`src/rtl/cache_miss_sequencer.sv`:
```
// Cache miss sequencer: latches a CPU read address, checks the cache tag hit,
// fetches a 4-word block from RAM on a miss, fills the cache for one cycle,
// and returns the requested word with a single-cycle done pulse. Keeps
// saturating hit/miss statistics.
module cache_miss_sequencer #(
    parameter int WORD_LENGTH = 32,
    parameter int ADDR_WIDTH  = 15,
    parameter int CNT_WIDTH   = 16
) (
    input  logic                     clk,
    input  logic                     rst,
    input  logic                     req,
    input  logic [ADDR_WIDTH-1:0]    address,
    output logic [ADDR_WIDTH-1:0]    cache_addr,
    input  logic                     hit,
    input  logic [WORD_LENGTH-1:0]   cache_data,
    output logic                     ram_read,
    input  logic                     ram_ready,
    input  logic [4*WORD_LENGTH-1:0] ram_block,
    output logic                     cache_write,
    output logic [4*WORD_LENGTH-1:0] fill_block,
    output logic [WORD_LENGTH-1:0]   data_out,
    output logic                     done,
    output logic                     busy,
    output logic [CNT_WIDTH-1:0]     hit_count,
    output logic [CNT_WIDTH-1:0]     miss_count
);

    typedef enum logic [2:0] {
        IDLE      = 3'd0,
        LOOKUP    = 3'd1,
        MISS_WAIT = 3'd2,
        FILL      = 3'd3,
        RESPOND   = 3'd4
    } state_t;

    localparam logic [CNT_WIDTH-1:0] CNT_ONE = {{(CNT_WIDTH-1){1'b0}}, 1'b1};
    localparam logic [CNT_WIDTH-1:0] CNT_MAX = {CNT_WIDTH{1'b1}};

    // Saturating increment: the statistics stick at all-ones instead of wrapping.
    function automatic logic [CNT_WIDTH-1:0] sat_inc(input logic [CNT_WIDTH-1:0] value);
        if (value == CNT_MAX) begin
            sat_inc = value;
        end else begin
            sat_inc = value + CNT_ONE;
        end
    endfunction

    // Pick the word of a RAM block addressed by the low two address bits.
    function automatic logic [WORD_LENGTH-1:0] select_word(
        input logic [4*WORD_LENGTH-1:0] blk,
        input logic [1:0]               sel
    );
        case (sel)
            2'b00:   select_word = blk[1*WORD_LENGTH-1 : 0];
            2'b01:   select_word = blk[2*WORD_LENGTH-1 : 1*WORD_LENGTH];
            2'b10:   select_word = blk[3*WORD_LENGTH-1 : 2*WORD_LENGTH];
            2'b11:   select_word = blk[4*WORD_LENGTH-1 : 3*WORD_LENGTH];
            default: select_word = {WORD_LENGTH{1'b0}};
        endcase
    endfunction

    state_t                   state_r;
    state_t                   next_state_s;
    logic [ADDR_WIDTH-1:0]    cache_addr_r;
    logic [ADDR_WIDTH-1:0]    cache_addr_s;
    logic [WORD_LENGTH-1:0]   data_out_r;
    logic [WORD_LENGTH-1:0]   data_out_s;
    logic [4*WORD_LENGTH-1:0] fill_block_r;
    logic [4*WORD_LENGTH-1:0] fill_block_s;
    logic [CNT_WIDTH-1:0]     hit_count_r;
    logic [CNT_WIDTH-1:0]     hit_count_s;
    logic [CNT_WIDTH-1:0]     miss_count_r;
    logic [CNT_WIDTH-1:0]     miss_count_s;

    // Next-state and datapath-update logic; hit, cache_data and ram_ready are
    // only looked at in the states that own them, so X elsewhere never loads.
    always_comb begin
        next_state_s = state_r;
        cache_addr_s = cache_addr_r;
        data_out_s   = data_out_r;
        fill_block_s = fill_block_r;
        hit_count_s  = hit_count_r;
        miss_count_s = miss_count_r;
        case (state_r)
            IDLE: begin
                if (req) begin
                    cache_addr_s = address;
                    next_state_s = LOOKUP;
                end else begin
                    next_state_s = IDLE;
                end
            end
            LOOKUP: begin
                if (hit) begin
                    data_out_s   = cache_data;
                    hit_count_s  = sat_inc(hit_count_r);
                    next_state_s = RESPOND;
                end else begin
                    miss_count_s = sat_inc(miss_count_r);
                    next_state_s = MISS_WAIT;
                end
            end
            MISS_WAIT: begin
                if (ram_ready) begin
                    fill_block_s = ram_block;
                    data_out_s   = select_word(ram_block, cache_addr_r[1:0]);
                    next_state_s = FILL;
                end else begin
                    next_state_s = MISS_WAIT;
                end
            end
            FILL:    next_state_s = RESPOND;
            RESPOND: next_state_s = IDLE;
            default: next_state_s = IDLE;
        endcase
    end

    // State and datapath registers; reset abandons any transaction in flight.
    always_ff @(posedge clk or posedge rst) begin
        if (rst) begin
            state_r      <= IDLE;
            cache_addr_r <= {ADDR_WIDTH{1'b0}};
            data_out_r   <= {WORD_LENGTH{1'b0}};
            fill_block_r <= {(4*WORD_LENGTH){1'b0}};
            hit_count_r  <= {CNT_WIDTH{1'b0}};
            miss_count_r <= {CNT_WIDTH{1'b0}};
        end else begin
            state_r      <= next_state_s;
            cache_addr_r <= cache_addr_s;
            data_out_r   <= data_out_s;
            fill_block_r <= fill_block_s;
            hit_count_r  <= hit_count_s;
            miss_count_r <= miss_count_s;
        end
    end

    // Control strobes are pure decodes of the state register, so they fall
    // together with an asynchronous reset.
    assign ram_read    = (state_r == MISS_WAIT);
    assign cache_write = (state_r == FILL);
    assign done        = (state_r == RESPOND);
    assign busy        = (state_r != IDLE);

    assign cache_addr  = cache_addr_r;
    assign data_out    = data_out_r;
    assign fill_block  = fill_block_r;
    assign hit_count   = hit_count_r;
    assign miss_count  = miss_count_r;

endmodule

```
`config.mk`:
```
export PLATFORM = sky130hd
export DESIGN_NAME = cache_miss_sequencer
export DESIGN_NICKNAME = d
export VERILOG_FILES = /design/src/rtl/cache_miss_sequencer.sv
export SDC_FILE = /design/constraint.sdc
export NUM_CORES = 1
export LEC_CHECK = 0
export ABC_AREA = 1
export CORE_AREA = 2 2 153 155
export DETAILED_ROUTE_END_ITERATION = 8
export DIE_AREA = 0 0 155 157
export GPL_ROUTABILITY_DRIVEN = 0
export PLACE_DENSITY_LB_ADDON = 0.1
export SYNTH_ARGS = -nofsm -noshare
export SYNTH_HDL_FRONTEND = slang
export SYNTH_SLANG_ARGS = --single-unit
```
`constraint.sdc`:
```
create_clock -name clk -period 12.9 [get_ports clk]
set_input_delay 1.29 -clock clk [delete_from_list [all_inputs] [get_ports clk]]
set_output_delay 1.29 -clock clk [all_outputs]
set_load 0.01 [all_outputs]
```
==> results of run 1 <==
==> path summary, 6_finish.rpt <==
check,start,endpoint,cells after the start
max in group asynchronous,rst,fill_block[40]$_DFFE_PP0P_,3
min in group asynchronous,rst,cache_addr[4]$_DFFE_PP0P_,2
worst min register to register,fill_block[0]$_DFFE_PP0P_,fill_block[0]$_DFFE_PP0P_,2
worst max register to register,state_r[0]$_DFF_PP0_,data_out[6]$_DFFE_PP0P_,7
worst max-delay path,state_r[0]$_DFF_PP0_,data_out[6]$_DFFE_PP0P_,7
worst min-delay path,fill_block[0]$_DFFE_PP0P_,fill_block[0]$_DFFE_PP0P_,2
==> routing by layer <==
metal | GRT usage [%] | vias to the layer above | share of wire (%)
met5 | 0 | - | 0
met4 | 9.17 | 0 | 2.9
met3 | 7.41 | 69 | 8.8
met2 | 48.1 | 414 | 48
met1 | 35.6 | 4724 | 40
li1 | - | 4837 | -
==> per-stage QoR <==
step / std cells / util [%] / hold slack, ns
2_1_floorplan: 1327 / - / 0.509
3_3_place_gp: 1942 / 62.8 / 0.453
3_5_place_dp: 1942 / 62.8 / 0.457
4_1_cts: 1982 / 66.3 / 0.472
5_1_grt: 1984 / 66.3 / 0.495
6_report: 1985 / 66.3 / 0.469
==> final cells by class <==
type	count	area, um^2
timing repair buffer	393	3920
inverter	114	435
multi-input combinational	940	4170
fill	1914	7570
antenna	3	7.51
sequential	210	5260
clock inverter	6	105
tap	285	357
clock buffer	34	679
==> power by group <==
part,internal (mW),total [mW],switching (mW)
combinational,0.728,1.51,0.777
sequential,0.930,1.12,0.194
clock,0.423,0.698,0.275
total,2.08,3.33,1.25
==> Yosys cell counts <==
| cell type | n |
|---|---|
| sky130_fd_sc_hd__mux2_2 | 14 |
| sky130_fd_sc_hd__nand2_2 | 3 |
| sky130_fd_sc_hd__buf_2 | 14 |
| sky130_fd_sc_hd__buf_6 | 1 |
| sky130_fd_sc_hd__nand3_1 | 74 |
| sky130_fd_sc_hd__buf_1 | 6 |
| sky130_fd_sc_hd__nand4_1 | 10 |
| sky130_fd_sc_hd__o22ai_1 | 17 |
| sky130_fd_sc_hd__nor2_4 | 3 |
| sky130_fd_sc_hd__o21ai_2 | 2 |
| sky130_fd_sc_hd__nand3_2 | 1 |
| sky130_fd_sc_hd__clkbuf_1 | 34 |
| sky130_fd_sc_hd__a21oi_1 | 33 |
| sky130_fd_sc_hd__buf_4 | 8 |
| sky130_fd_sc_hd__o21ai_0 | 86 |
| sky130_fd_sc_hd__nor2_1 | 144 |
| sky130_fd_sc_hd__nor3_4 | 1 |
| sky130_fd_sc_hd__nand3b_1 | 1 |
| sky130_fd_sc_hd__inv_2 | 2 |
| sky130_fd_sc_hd__or2_2 | 18 |
| sky130_fd_sc_hd__xnor2_1 | 7 |
| sky130_fd_sc_hd__clkinv_1 | 1 |
| sky130_fd_sc_hd__inv_1 | 111 |
| sky130_fd_sc_hd__nor2_2 | 3 |
| sky130_fd_sc_hd__dfrtp_1 | 210 |
| sky130_fd_sc_hd__nor3_1 | 1 |
| sky130_fd_sc_hd__xor2_1 | 8 |
| sky130_fd_sc_hd__nor3b_1 | 1 |
| sky130_fd_sc_hd__nand2_1 | 511 |
| sky130_fd_sc_hd__ha_1 | 2 |
==> flip-flops by register name, summed over array words and instances (netlist names) <==
register    count
miss_count     16
hit_count      16
state_r         3
cache_addr     15
fill_block    128
data_out       32
==> worst register-to-register path: stages (launching register included) <==
cell and delay (ns):
sky130_fd_sc_hd__dfrtp_1 0.44, sky130_fd_sc_hd__nor3_4 0.79, sky130_fd_sc_hd__buf_4 0.74, sky130_fd_sc_hd__nand2_8 0.75, sky130_fd_sc_hd__nand2_2 1.10, sky130_fd_sc_hd__inv_2 0.38, sky130_fd_sc_hd__nand2_1 0.15, sky130_fd_sc_hd__nand2_1 0.07
==> kinds of logic (layout without fill, tap and decap cells) <==
family | Yosys count | after routing
AOI/OAI and AO/OA | 138 | 138
xor gates and xnor gates | 15 | 15
adders and majority gates | 2 | 2
buffers and inverters | 177 | 547
DFF | 210 | 210
muxes | 14 | 14
other | 0 | 3
and+or+nand+nor | 771 | 771
==> results list, run 1 <==
* Status: completed
* Reported max-cap violation count: 0
- Total number of H-tree levels: 1
* Post-placement setup slack: between 8 and 9 ns
- Share of final-layout standard cells stronger than drive strength 1: about 5.0%
- Number of vias per cell after detailed routing: around 5
- Instance area after placement: ~14,000 um^2
* Floorplan die area: 24,300 um^2
- For the final routed database, the setup TNS stands at 0 ns.
- Syn Area/Cell: 7.63 um^2
* Crit path cell chain: nor3_4, buf_4, nand2_8, nand2_2, inv_2, nand2_1, nand2_1
* I/O pin total: a little under 400
- Mux contribution to synthesized area: around 1.6%
- Summed over all layers, the routed wires come to roughly 36,000 um.
* Source-to-sink clock delay at the later pin of the worst-skew pair: 0.51 ns
* Cell family with the largest share of critical-path delay: simple AND/OR/NAND/NOR gates
* Required time at the worst-slack endpoint: about 13 ns
- For this design the static power due to leakage is just over 7 nW.
- Gr usage total: approximately 28%
- The core region is around 23,000 um^2.
- Maximum number of pins on one net before global-route repair: slightly below 200
- For flop-to-flop paths, the worst setup slack is approximately 8.4 ns.
- In this run, the number of DRC markers left after iteration 0 of detailed routing was between 700 and 800.
- Setup slack on the critical path of the routed design comes to roughly 8.4 ns.
- Antenna violations before repair: 2
* Routed wirelength normalized by instance count: between 15 and 20 um
* Setup repair after global routing missed its margin: false
* Number of setup buffers added after CTS: 0
- After routing the design area is 14,900 um^2.
* Time the final worst path needs with I/O delays and setup: roughly 4.5 ns
- Compound-Gate Fraction of Synth Area: roughly 7%
- DR DRC count: 0
* Post-Syn Instances: roughly 1,300
- Combinational family with the most area after synthesis: simple AND/OR/NAND/NOR gates
- The first global-routing pass estimated roughly 54,000 um of wire.
- Starting density of the core: 45.0%
- The Yosys step of the flow raised 0 warnings.
* Adder-cell area share of the yosys netlist: 0.247%
- After synthesis the cells add up to 10,100 um^2.
- For this design the ratio of total power to cell area is around 220 nW/um^2.
- # port buffers: between 300 and 400
- Total Power Consumption: between 3 and 4 mW
- Post-synthesis cell type count: 30
* Most common cell after layout, fill and taps aside: sky130_fd_sc_hd__nand2_1
- IR analysis of the VDD net gives a maximum drop of around 130 uV.
* Syn-to-layout area delta: 47.4%
- Simple-gate portion of the synthesized area: a little under a third
* Path type of the worst setup path: reg2reg
- For this run the aggregate overflow at the end of global routing stands at 0.
* Max-slew violation count: 0
- Post-cts hold buffer count: 0
* XOR/XNOR Fraction of Synth Area: under 10%
* Highest Clock Rate: roughly 220 MHz
- Buffers from clock root to sink, at most: 3
* Clock transition at the registers of the reported paths: about 0.06 ns
- By area the synthesized netlist is led by sky130_fd_sc_hd__dfrtp_1 (52%), sky130_fd_sc_hd__nand2_1 (19%), sky130_fd_sc_hd__nor2_1 (5.3%), sky130_fd_sc_hd__o21ai_0 (4.2%), sky130_fd_sc_hd__inv_1 (4.1%).
- Post-synthesis net count: 1,509
- Sequential elements use 51.9% of the synthesized area.
- Number of global-route vias before repair: 9,672
- Y dimension of the die: 157 um
* Clock tree from TritonCTS: yes
- Skew final: a little over 0.01 ns
* Fraction of the cycle the final worst path needs: between 30% and 40%
* Post-cts resize count: 0
- Hold Path Class: reg2reg
- Detailed placement finished with a half-perimeter wire length of between 20,000 and 30,000 um.
- Area share of the largest cell type after synthesis: ~52%
* Measured slew at the worst slew-check pin: between 1 and 1.5 ns
- Via count: 10,000
- The tree is rooted in a sky130_fd_sc_hd__clkbuf_16.
- Most frequent cell on the critical path: sky130_fd_sc_hd__nand2_1
- CTS saw 210 sinks.
- Worst stage delay on the critical path: around 1.1 ns
- Count of nets left with antenna violations after detail routing: 0
- From left edge to right edge, the die measures approximately 160 um.
* Row Count: 55
- Measured against its own limit, the worst slew margin works out to 23.9%.
- Maximum fanout along the worst path: 196
- Pre-antenna DRT Iters: 7
* Cell accounting for the most synthesized area: sky130_fd_sc_hd__dfrtp_1
- Startpoint kind of the worst setup timing path: flop
* Setup violations, final: 0
* CTS buffer count: 24
- Final hold viol count: 0
- Critical path arrival: roughly 5 ns
- Leaving out fill and tap cells, the most frequent cells in the layout are sky130_fd_sc_hd__nand2_1 (511), sky130_fd_sc_hd__clkdlybuf4s50_1 (389), sky130_fd_sc_hd__dfrtp_1 (210), sky130_fd_sc_hd__nor2_1 (144), sky130_fd_sc_hd__inv_1 (110).
* NumNets Final: 1,865
* Critical path endpoint category: flop
* Register bit count reported by yosys: 210
* Master of the slowest instance on the critical path: sky130_fd_sc_hd__nand2_2
* CP Buf/Inv Count: 2
No activity file was read; power rests on OpenSTA's default activity.
==> inputs of run 2 (changes only) <==
--- a/config.mk
+++ b/config.mk
@@ -6,9 +6,8 @@
 export NUM_CORES = 1
 export LEC_CHECK = 0
 export ABC_AREA = 1
-export CORE_AREA = 2 2 153 155
+export CORE_UTILIZATION = 40
 export DETAILED_ROUTE_END_ITERATION = 8
-export DIE_AREA = 0 0 155 157
 export GPL_ROUTABILITY_DRIVEN = 0
 export PLACE_DENSITY_LB_ADDON = 0.1
 export SYNTH_ARGS = -nofsm -noshare
==> constraint.sdc (replaced) <==
create_clock -name clk -period 4 [get_ports clk]
set_input_delay 0.4 -clock clk [delete_from_list [all_inputs] [get_ports clk]]
set_output_delay 0.4 -clock clk [all_outputs]
set_load 0.01 [all_outputs]
==> results list, run 2 (same netlist as run 1, synthesis figures left out) <==
- Share of final-layout standard cells stronger than drive strength 1: between 5 and 6%
- Setup repair after global routing missed its margin: false
* Syn-to-layout area delta: 48.6%
- Aggregate global routing overflow: 0
- Width of the die: around 160 um
- Core ar.: 24,600 um^2
- Summed over all cells, the static leakage comes to 7.26 nW.
* Buffers from clock root to sink, at most: 3
- The number of max-slew violations in the final report came to 0.
- CTS Root Cell: sky130_fd_sc_hd__clkbuf_16
* Via count: between 10,000 and 15,000
* Sinks on the clock net: 210
- The net count of the finished layout is between 1,500 and 2,000.
- Wires add up to 35,700 um.
- Detailed placement ended at an HPWL of around 26,000 um.
- Y dimension of the die: ~160 um
* Number of flip-flops in the largest register: 128
- Row Count: 57
* Final hold viol count: 0
- I/O pin total: roughly 390
- The worst-case IR drop observed on VDD is 428 uV.
* Fillers: 2,237
* Total number of H-tree levels: 1
* Reported max-cap violation count: 0
* Setup violations, final: 0
- Sum of negative setup slack: 0 ns
- Maximum number of pins on one net before global-route repair: approximately 100
* Measured slew at the worst slew-check pin: about 1.2 ns
* Startpoint kind of the worst setup timing path: flop
* Register cell area after layout: 5260 um^2
* Number of vias per cell after detailed routing: a little under 5
- Input and output buffers added on the ports amount to 390.
- Instance area after placement: between 10,000 and 15,000 um^2
- Across all hold checks on the routed design, the worst slack comes to 0.263 ns.
- Time the final worst path needs with I/O delays and setup: ~3.2 ns
- The detail route stage leaves a number of antenna-violating nets equal to 0.
- Pwr per Cell Area: 711 nW/um^2
- The library cells used most frequently in the layout, excluding fill and tap cells, are sky130_fd_sc_hd__nand2_1 (511), sky130_fd_sc_hd__clkdlybuf4s50_1 (389), sky130_fd_sc_hd__dfrtp_1 (210), sky130_fd_sc_hd__nor2_1 (144), sky130_fd_sc_hd__inv_1 (110).
* Antenna violations before repair: 2
- The worst pin sits at a relative slew slack of approximately 22%.
- Starting density of the core: between 40 and 50%
* Hold Path Class: in2async
- The first global-routing pass estimated 55,300 um of wire.
* Violation count after the first detailed-routing iteration: between 700 and 800
- Post-cts resize count: 0
- Clock tree from TritonCTS: yes
- In the routed design, unresolved DRC markers number 0.
- Number of placed cells counting well taps: 1,986
- In the final routed layout, each cell accounts on average for about 18 um.
- Final std cells w/o fill: between 2,000 and 2,500
* Number of setup buffers added after CTS: 0
- Area of the multi-input gates: approximately 4200 um^2
* Critical path endpoint category: primary output
- Data on the critical path arrives at its endpoint at between 2 and 3 ns.
- The number of global-route vias before repair came to between 9,000 and 10,000.
- Post-cts hold buffer count: 0
- Path type of the worst setup path: reg2out
- Fraction of the cycle the final worst path needs: slightly below 80%
- The library cell used most frequently in the layout, excluding fill and tap cells, is sky130_fd_sc_hd__nand2_1.
- Pre-antenna DRT Iters: 5
* CTS buffer count: 25
- Skew final: 0.00508 ns
- After clock tree synthesis, the clock-pin slew on the worst setup and hold paths is approximately 0.06 ns.
- Post-route cell area: 15,000 um^2
* Maximum fanout along the worst path: 96
- Power comes to between 10 and 15 mW.
- The die covers between 20,000 and 30,000 um^2.
- Highest Clock Rate: between 300 and 400 MHz
* Required time at the worst-slack endpoint: roughly 3.6 ns
- Status: completed
* Gr usage total: between 20% and 30%
* Source-to-sink clock delay at the later pin of the worst-skew pair: 0.51 ns
run 2: where the power goes:
part           total (mW)  internal [mW]  switching [mW]  leakage [nW]
clock network        2.24           1.38           0.868         0.394
logic                4.85           2.36            2.50          4.22
registers            3.60           3.00           0.604          2.64
run 2: cell type report:
type / count / area share [%]
inverter: 114 / 2.87
multi-input combinational: 940 / 27.7
timing repair buffer: 398 / 26.5
clock inverter: 4 / 0.466
clock buffer: 37 / 4.86
sequential: 210 / 34.9
antenna: 1 / 0.0166
tap: 324 / 2.69
run 2: layer usage:
metal	wire [um]	share of wire, %	track usage (%)	vias to the layer above
met5	11	0.031	0	-
met4	795	2.2	7.12	2
met3	2910	8.1	6.75	48
met2	17500	49	46.5	388
met1	14500	40	34.4	4738
li1	-	-	-	4841
run 2: final timing paths:
path | start | end | slack (ns) | cells after the start
max | state_r[0]$_DFF_PP0_ | ram_read | 0.84 | 3
min | rst | fill_block[50]$_DFFE_PP0P_ | 0.26 | 2
max reg2reg | state_r[0]$_DFF_PP0_ | data_out[13]$_DFFE_PP0P_ | 0.98 | 7
min reg2reg | fill_block[106]$_DFFE_PP0P_ | fill_block[106]$_DFFE_PP0P_ | 0.47 | 2
max in group asynchronous | rst | fill_block[6]$_DFFE_PP0P_ | 2.99 | 3
min in group clk | fill_block[106]$_DFFE_PP0P_ | fill_block[106]$_DFFE_PP0P_ | 0.47 | 2
run 2: metrics by stage:
stage / setup slack, ns / util, %
3_3_place_gp: 0.991 / 57.9
3_5_place_dp: 0.961 / 57.9
4_1_cts: 0.825 / 61.1
5_1_grt: 0.655 / 61.2
2_1_floorplan: 0.872 / -
6_report: 0.841 / 61.2
run 2: critical path, cell delays in order, from the launching register on:
cell and delay, ns:
sky130_fd_sc_hd__dfrtp_1 0.44, sky130_fd_sc_hd__nor3_4 0.32, sky130_fd_sc_hd__buf_4 0.79, sky130_fd_sc_hd__clkdlybuf4s50_1 0.70
